<file path="config.mk">
export PLATFORM = sky130hd
export DESIGN_NAME = buf_alloc_ctrl
export DESIGN_NICKNAME = d
export VERILOG_FILES = /design/src/rtl/buf_alloc_ctrl.sv
export SDC_FILE = /design/constraint.sdc
export NUM_CORES = 1
export LEC_CHECK = 0
export ABC_AREA = 1
export CAP_MARGIN = 0
export CORE_ASPECT_RATIO = 0.7
export CORE_MARGIN = 5
export CORE_UTILIZATION = 40
export CTS_CLUSTER_SIZE = 25
export DETAILED_ROUTE_END_ITERATION = 10
export GPL_TIMING_DRIVEN = 0
export HOLD_SLACK_MARGIN = 0.05
export SLEW_MARGIN = 10
export SYNTH_ARGS = -nofsm -noshare
export SYNTH_HDL_FRONTEND = slang
export SYNTH_SLANG_ARGS = --single-unit
</file>
<file path="constraint.sdc">
create_clock -name clk -period 2.6 [get_ports clk]
set_input_delay 0.52 -clock clk [delete_from_list [all_inputs] [get_ports clk]]
set_output_delay 0.52 -clock clk [all_outputs]
set_load 0.02 [all_outputs]
</file>
<file path="src/rtl/buf_alloc_ctrl.sv">
// Buffer allocation controller: round-robin arbitration of two requesters, fill
// invalid buffers first, otherwise take an LFU victim and write it back if dirty.
module buf_alloc_ctrl #(
    parameter int NUM_BUF = 4,
    parameter int BUF_W   = 2
) (
    input  logic               clk,
    input  logic               rst,
    input  logic [1:0]         i_req,
    output logic [1:0]         o_gnt,
    output logic [BUF_W-1:0]   o_gnt_buf,
    input  logic               i_wr_mark,
    input  logic [BUF_W-1:0]   i_wr_buf,
    output logic               o_lfu_req,
    output logic [BUF_W-1:0]   o_lfu_ref,
    input  logic [BUF_W-1:0]   i_lfu_victim,
    output logic               o_wb_req,
    output logic [BUF_W-1:0]   o_wb_buf,
    input  logic               i_wb_ack,
    output logic               o_busy,
    output logic [NUM_BUF-1:0] o_valid_vec
);

    typedef enum logic [2:0] {IDLE, SEL, LAT, WB, GNT} state_t;

    state_t             r_state;
    logic               r_ptr;
    logic               r_win;
    logic [BUF_W-1:0]   r_victim;
    logic [NUM_BUF-1:0] r_valid;
    logic [NUM_BUF-1:0] r_dirty;
    logic [1:0]         r_gnt;
    logic [BUF_W-1:0]   r_gnt_buf;
    logic               r_lfu_req;
    logic [BUF_W-1:0]   r_lfu_ref;
    logic               r_wb_req;
    logic [BUF_W-1:0]   r_wb_buf;
    logic               r_busy;

    logic               w_pick;
    logic               w_all_valid;
    logic [BUF_W-1:0]   w_first_inv;
    logic [BUF_W-1:0]   w_cur_victim;
    logic               w_protect;

    assign w_pick      = i_req[r_ptr] ? r_ptr : ~r_ptr;
    assign w_all_valid = &r_valid;

    always_comb begin
        w_first_inv = '0;
        for (int i = NUM_BUF - 1; i >= 0; i--) begin
            if (!r_valid[i]) w_first_inv = BUF_W'(i);
        end
    end

    // In LAT the victim is still on the LFU port; afterwards it is latched.
    assign w_cur_victim = (r_state == LAT) ? i_lfu_victim : r_victim;
    assign w_protect    = ((r_state == LAT) || (r_state == WB) || (r_state == GNT)) &&
                          (i_wr_buf == w_cur_victim);

    always_ff @(posedge clk or posedge rst) begin
        if (rst) begin
            r_state   <= IDLE;
            r_ptr     <= 1'b0;
            r_win     <= 1'b0;
            r_victim  <= '0;
            r_valid   <= '0;
            r_dirty   <= '0;
            r_gnt     <= '0;
            r_gnt_buf <= '0;
            r_lfu_req <= 1'b0;
            r_lfu_ref <= '0;
            r_wb_req  <= 1'b0;
            r_wb_buf  <= '0;
            r_busy    <= 1'b0;
        end else begin
            r_gnt     <= '0;
            r_gnt_buf <= '0;
            r_lfu_req <= 1'b0;

            if (i_wr_mark && r_valid[i_wr_buf] && !w_protect)
                r_dirty[i_wr_buf] <= 1'b1;

            case (r_state)
                IDLE: begin
                    if (|i_req) begin
                        r_win     <= w_pick;
                        r_state   <= SEL;
                        r_busy    <= 1'b1;
                        // valid cannot change before SEL, so the LFU pulse can be decided now
                        r_lfu_req <= w_all_valid;
                    end
                end
                SEL: begin
                    if (!w_all_valid) begin
                        r_victim     <= w_first_inv;
                        r_gnt[r_win] <= 1'b1;
                        r_gnt_buf    <= w_first_inv;
                        r_state      <= GNT;
                    end else begin
                        r_state <= LAT;
                    end
                end
                LAT: begin
                    r_victim <= i_lfu_victim;
                    if (r_dirty[i_lfu_victim]) begin
                        r_wb_req <= 1'b1;
                        r_wb_buf <= i_lfu_victim;
                        r_state  <= WB;
                    end else begin
                        r_gnt[r_win] <= 1'b1;
                        r_gnt_buf    <= i_lfu_victim;
                        r_state      <= GNT;
                    end
                end
                WB: begin
                    if (i_wb_ack) begin
                        r_dirty[r_victim] <= 1'b0;
                        r_wb_req          <= 1'b0;
                        r_gnt[r_win]      <= 1'b1;
                        r_gnt_buf         <= r_victim;
                        r_state           <= GNT;
                    end
                end
                GNT: begin
                    r_valid[r_victim] <= 1'b1;
                    r_dirty[r_victim] <= 1'b0;
                    r_lfu_ref         <= r_victim;
                    r_ptr             <= ~r_win;
                    r_busy            <= 1'b0;
                    r_state           <= IDLE;
                end
                default: begin
                    r_state <= IDLE;
                    r_busy  <= 1'b0;
                end
            endcase
        end
    end

    assign o_gnt       = r_gnt;
    assign o_gnt_buf   = r_gnt_buf;
    assign o_lfu_req   = r_lfu_req;
    assign o_lfu_ref   = r_lfu_ref;
    assign o_wb_req    = r_wb_req;
    assign o_wb_buf    = r_wb_buf;
    assign o_busy      = r_busy;
    assign o_valid_vec = r_valid;

endmodule
</file>
==> metrics.cfg <==
[final_layout]
layout.cell_area.non_filler_um2=1590
layout_cell_share_with_drive_strength_beyond_1_pct=4.79
fin_nets=200
n_fill_cell=297
antenna_cells=0
synthesis_to_layout_area_growth_pct=26.1

[yosys]
yosysWarningCount=0
yosys_most_used_dff=dfrtp_1
synth_fp_nets=171
post_synthesis_sequential_area_ratio_pct=51.5
async_flop_share_pct=100
yosys_register_bits=26
syn_inst=161
syn-mean-instance-area_um2=7.84
mappedNetlistArea_um2=1260
synth_enable_flop_cells=0
number_of_distinct_library_cell_variants_in_the_gate_level_netlist_after_synthesis=22

[power]
ir_drop_uv=632
totalPowerFinal_mw=1.89
static-leakage-power_nw=0.811
power-per-cell-area_nw_per_um2=1190

[clock_tree]
cts.clk_slew.worst_paths_ps=70
postCtsHoldBufs=0
post-cts-setup-buffers=0
numCtsBuffers=3
insertion_delay_ps=270
cts_num_sinks=26
cts_buffer_depth=2
cts_max_level=1
cts_resized=0
clock-root-buffer=clkbuf_8
clock_tree_from_tritoncts=yes

[sta]
final-setup-viol-count=0
fmax_ghz=0.546
skew_ps=10.2
timing.final.crit_period_ps=1830
worst_relative_slew_slack_pct=35.2
final_slew_violations=0
final_min_period_over_clock_period_pct=70.4
grt_setup_unrepaired=no
sum_neg_setup_slack_ps=0
worstMarginPinSlew_ps=971
finalHoldViolCount=0

[global_routing]
grt_use_total_pct=14.5
grt_first_pass_wirelength_um=5150
grt-ovfl-total=0
antenna_found_initial=0
largest_net_degree_at_the_start_of_global_routing=27
first_global_vias=1109

[drt]
first_iter_violations=56
route.antenna.remaining_nets=0
route.final.wire_length_um=2890
drt-vias-per-instance=4.92
wl_per_cell_um=12.8
drt_drc_violations_left=0
detail_route.first_pass.iterations=4
vias=1113

[die]
initial_core_util_pct=40.9
die_span_x_um=77.1
fp-row-count=17
coreArea_um2=3080
die-area_um2=4400
dieHeight_um=57.0
ioPinCount=25

[setup_path]
worstSetupStartpointType=flip-flop
crit_chain=clkdlybuf4s50_1
critical_path.max_stage_delay_ps=630
crit_arrival_ps=1310
critical_path.endpoint_type=primary output
required_ps=2080
criticalPathCategory=reg2out
wp_buf_inv=1
critical_path_peak_fanout=5
critical_path.top_delay_family=buffers and inverters
critPathSlowestCell=clkdlybuf4s50_1

[run]
number_of_max_cap_violations=0

[hold_path]
holdCritPathClass=reg2reg

[placement]
replace_congestion=0.863
post_dp_cell_area_um2=1550
port_buffers=24
place_hpwl_um=2320

[status]
status=finished, final reports clean

## path summary, 6_finish.rpt
kind,start,endpoint,slack (ps),cells past startpoint
setup / recovery,o_valid_vec[0]$_DFFE_PP0P_,o_valid_vec[0],770,1
hold / removal,r_win$_DFFE_PP0P_,o_gnt[0]$_DFF_PP0_,440,1
setup reg to reg,r_state[2]$_DFFE_PP0P_,r_dirty[1]$_DFF_PP0_,1160,10
hold reg to reg,r_win$_DFFE_PP0P_,o_gnt[0]$_DFF_PP0_,440,1
max in group asynchronous,rst,r_state[2]$_DFFE_PP0P_,1230,2
min in group asynchronous,rst,r_state[1]$_DFFE_PP0P_,770,2
## sequential cells by signal, indices dropped and copies added (netlist names), 2 cells and up
| register | cells |
|---|---|
| o_valid_vec | 4 |
| r_dirty | 4 |
| r_state | 3 |
| o_gnt | 2 |
| o_gnt_buf | 2 |
| o_lfu_ref | 2 |
| o_wb_buf | 2 |
| r_victim | 2 |
## cell usage in the layout, fill, tap and decap left out, drive strengths merged
cell type / count
dfrtp: 26
o221ai: 1
buf: 1
o21ai: 15
clkbuf: 4
nand2: 36
or2: 1
a211oi: 1
a31oi: 1
nor3: 3
nand4: 2
o211ai: 2
a21oi: 9
nor2: 15
nand3: 11
inv: 33
clkdlybuf4s50: 24
o22ai: 3
## cells in the mapped netlist (2+ instances only)
cell,count,share of area (%)
nand2_1,33,9.8
inv_1,32,9.5
dfrtp_1,26,52
nor2_1,15,4.5
nand3_1,11,4.4
o21ai_0,10,4.0
a21oi_1,9,3.6
o21ai_1,4,1.6
nor3_1,3,1.2
o22ai_1,3,1.5
nand2_2,2,0.99
nand4_1,2,0.99
o211ai_1,2,1.2
## routing by layer
metal  wire (µm)  vias to the layer above  track usage, %
met5           0                        -               0
met4          48                        0            3.43
met3         219                        7            4.89
met2        1120                       33            20.1
met1        1500                      501            21.9
li1            -                      572               -
## logic make-up after synthesis
| group | Yosys count | share of synthesized area [%] |
|---|---|---|
| AND/OR/NAND/NOR | 68 | 23.2 |
| AO/OA/AOI/OAI | 32 | 14.3 |
| flip-flops | 26 | 51.5 |
| buffers and inverters | 35 | 11.0 |
## final cells by class
type | instances | area, µm² | share of cell area, %
Buffer | 2 | 15.0 | 0.943
Clock buffer | 3 | 41.3 | 2.59
Inverter | 33 | 124 | 7.78
Multi-Input combinational cell | 100 | 473 | 29.7
Sequential cell | 26 | 651 | 40.9
Tap cell | 38 | 47.5 | 2.99
Timing Repair Buffer | 24 | 240 | 15.1
## where the power goes
part	internal (mW)	total, mW	leakage [nW]	switching (mW)
registers	0.591	0.708	0.311	0.117
clock network	0.104	0.219	0.0216	0.115
logic	0.388	0.966	0.478	0.578
total	1.08	1.89	0.811	0.810
## stage by stage
step / std cells / worst slack [ps] / util (%) / hold WS, ps
floorplan: 161 / 1270 / - / 417
global placement: 223 / 550 / 50.3 / 430
detailed placement: 223 / 566 / 50.3 / 437
CTS: 226 / 756 / 51.6 / 446
global route: 226 / 708 / 51.6 / 481
finish: 226 / 770 / 51.6 / 443
Note: power is estimated with default switching activity, not from simulation.
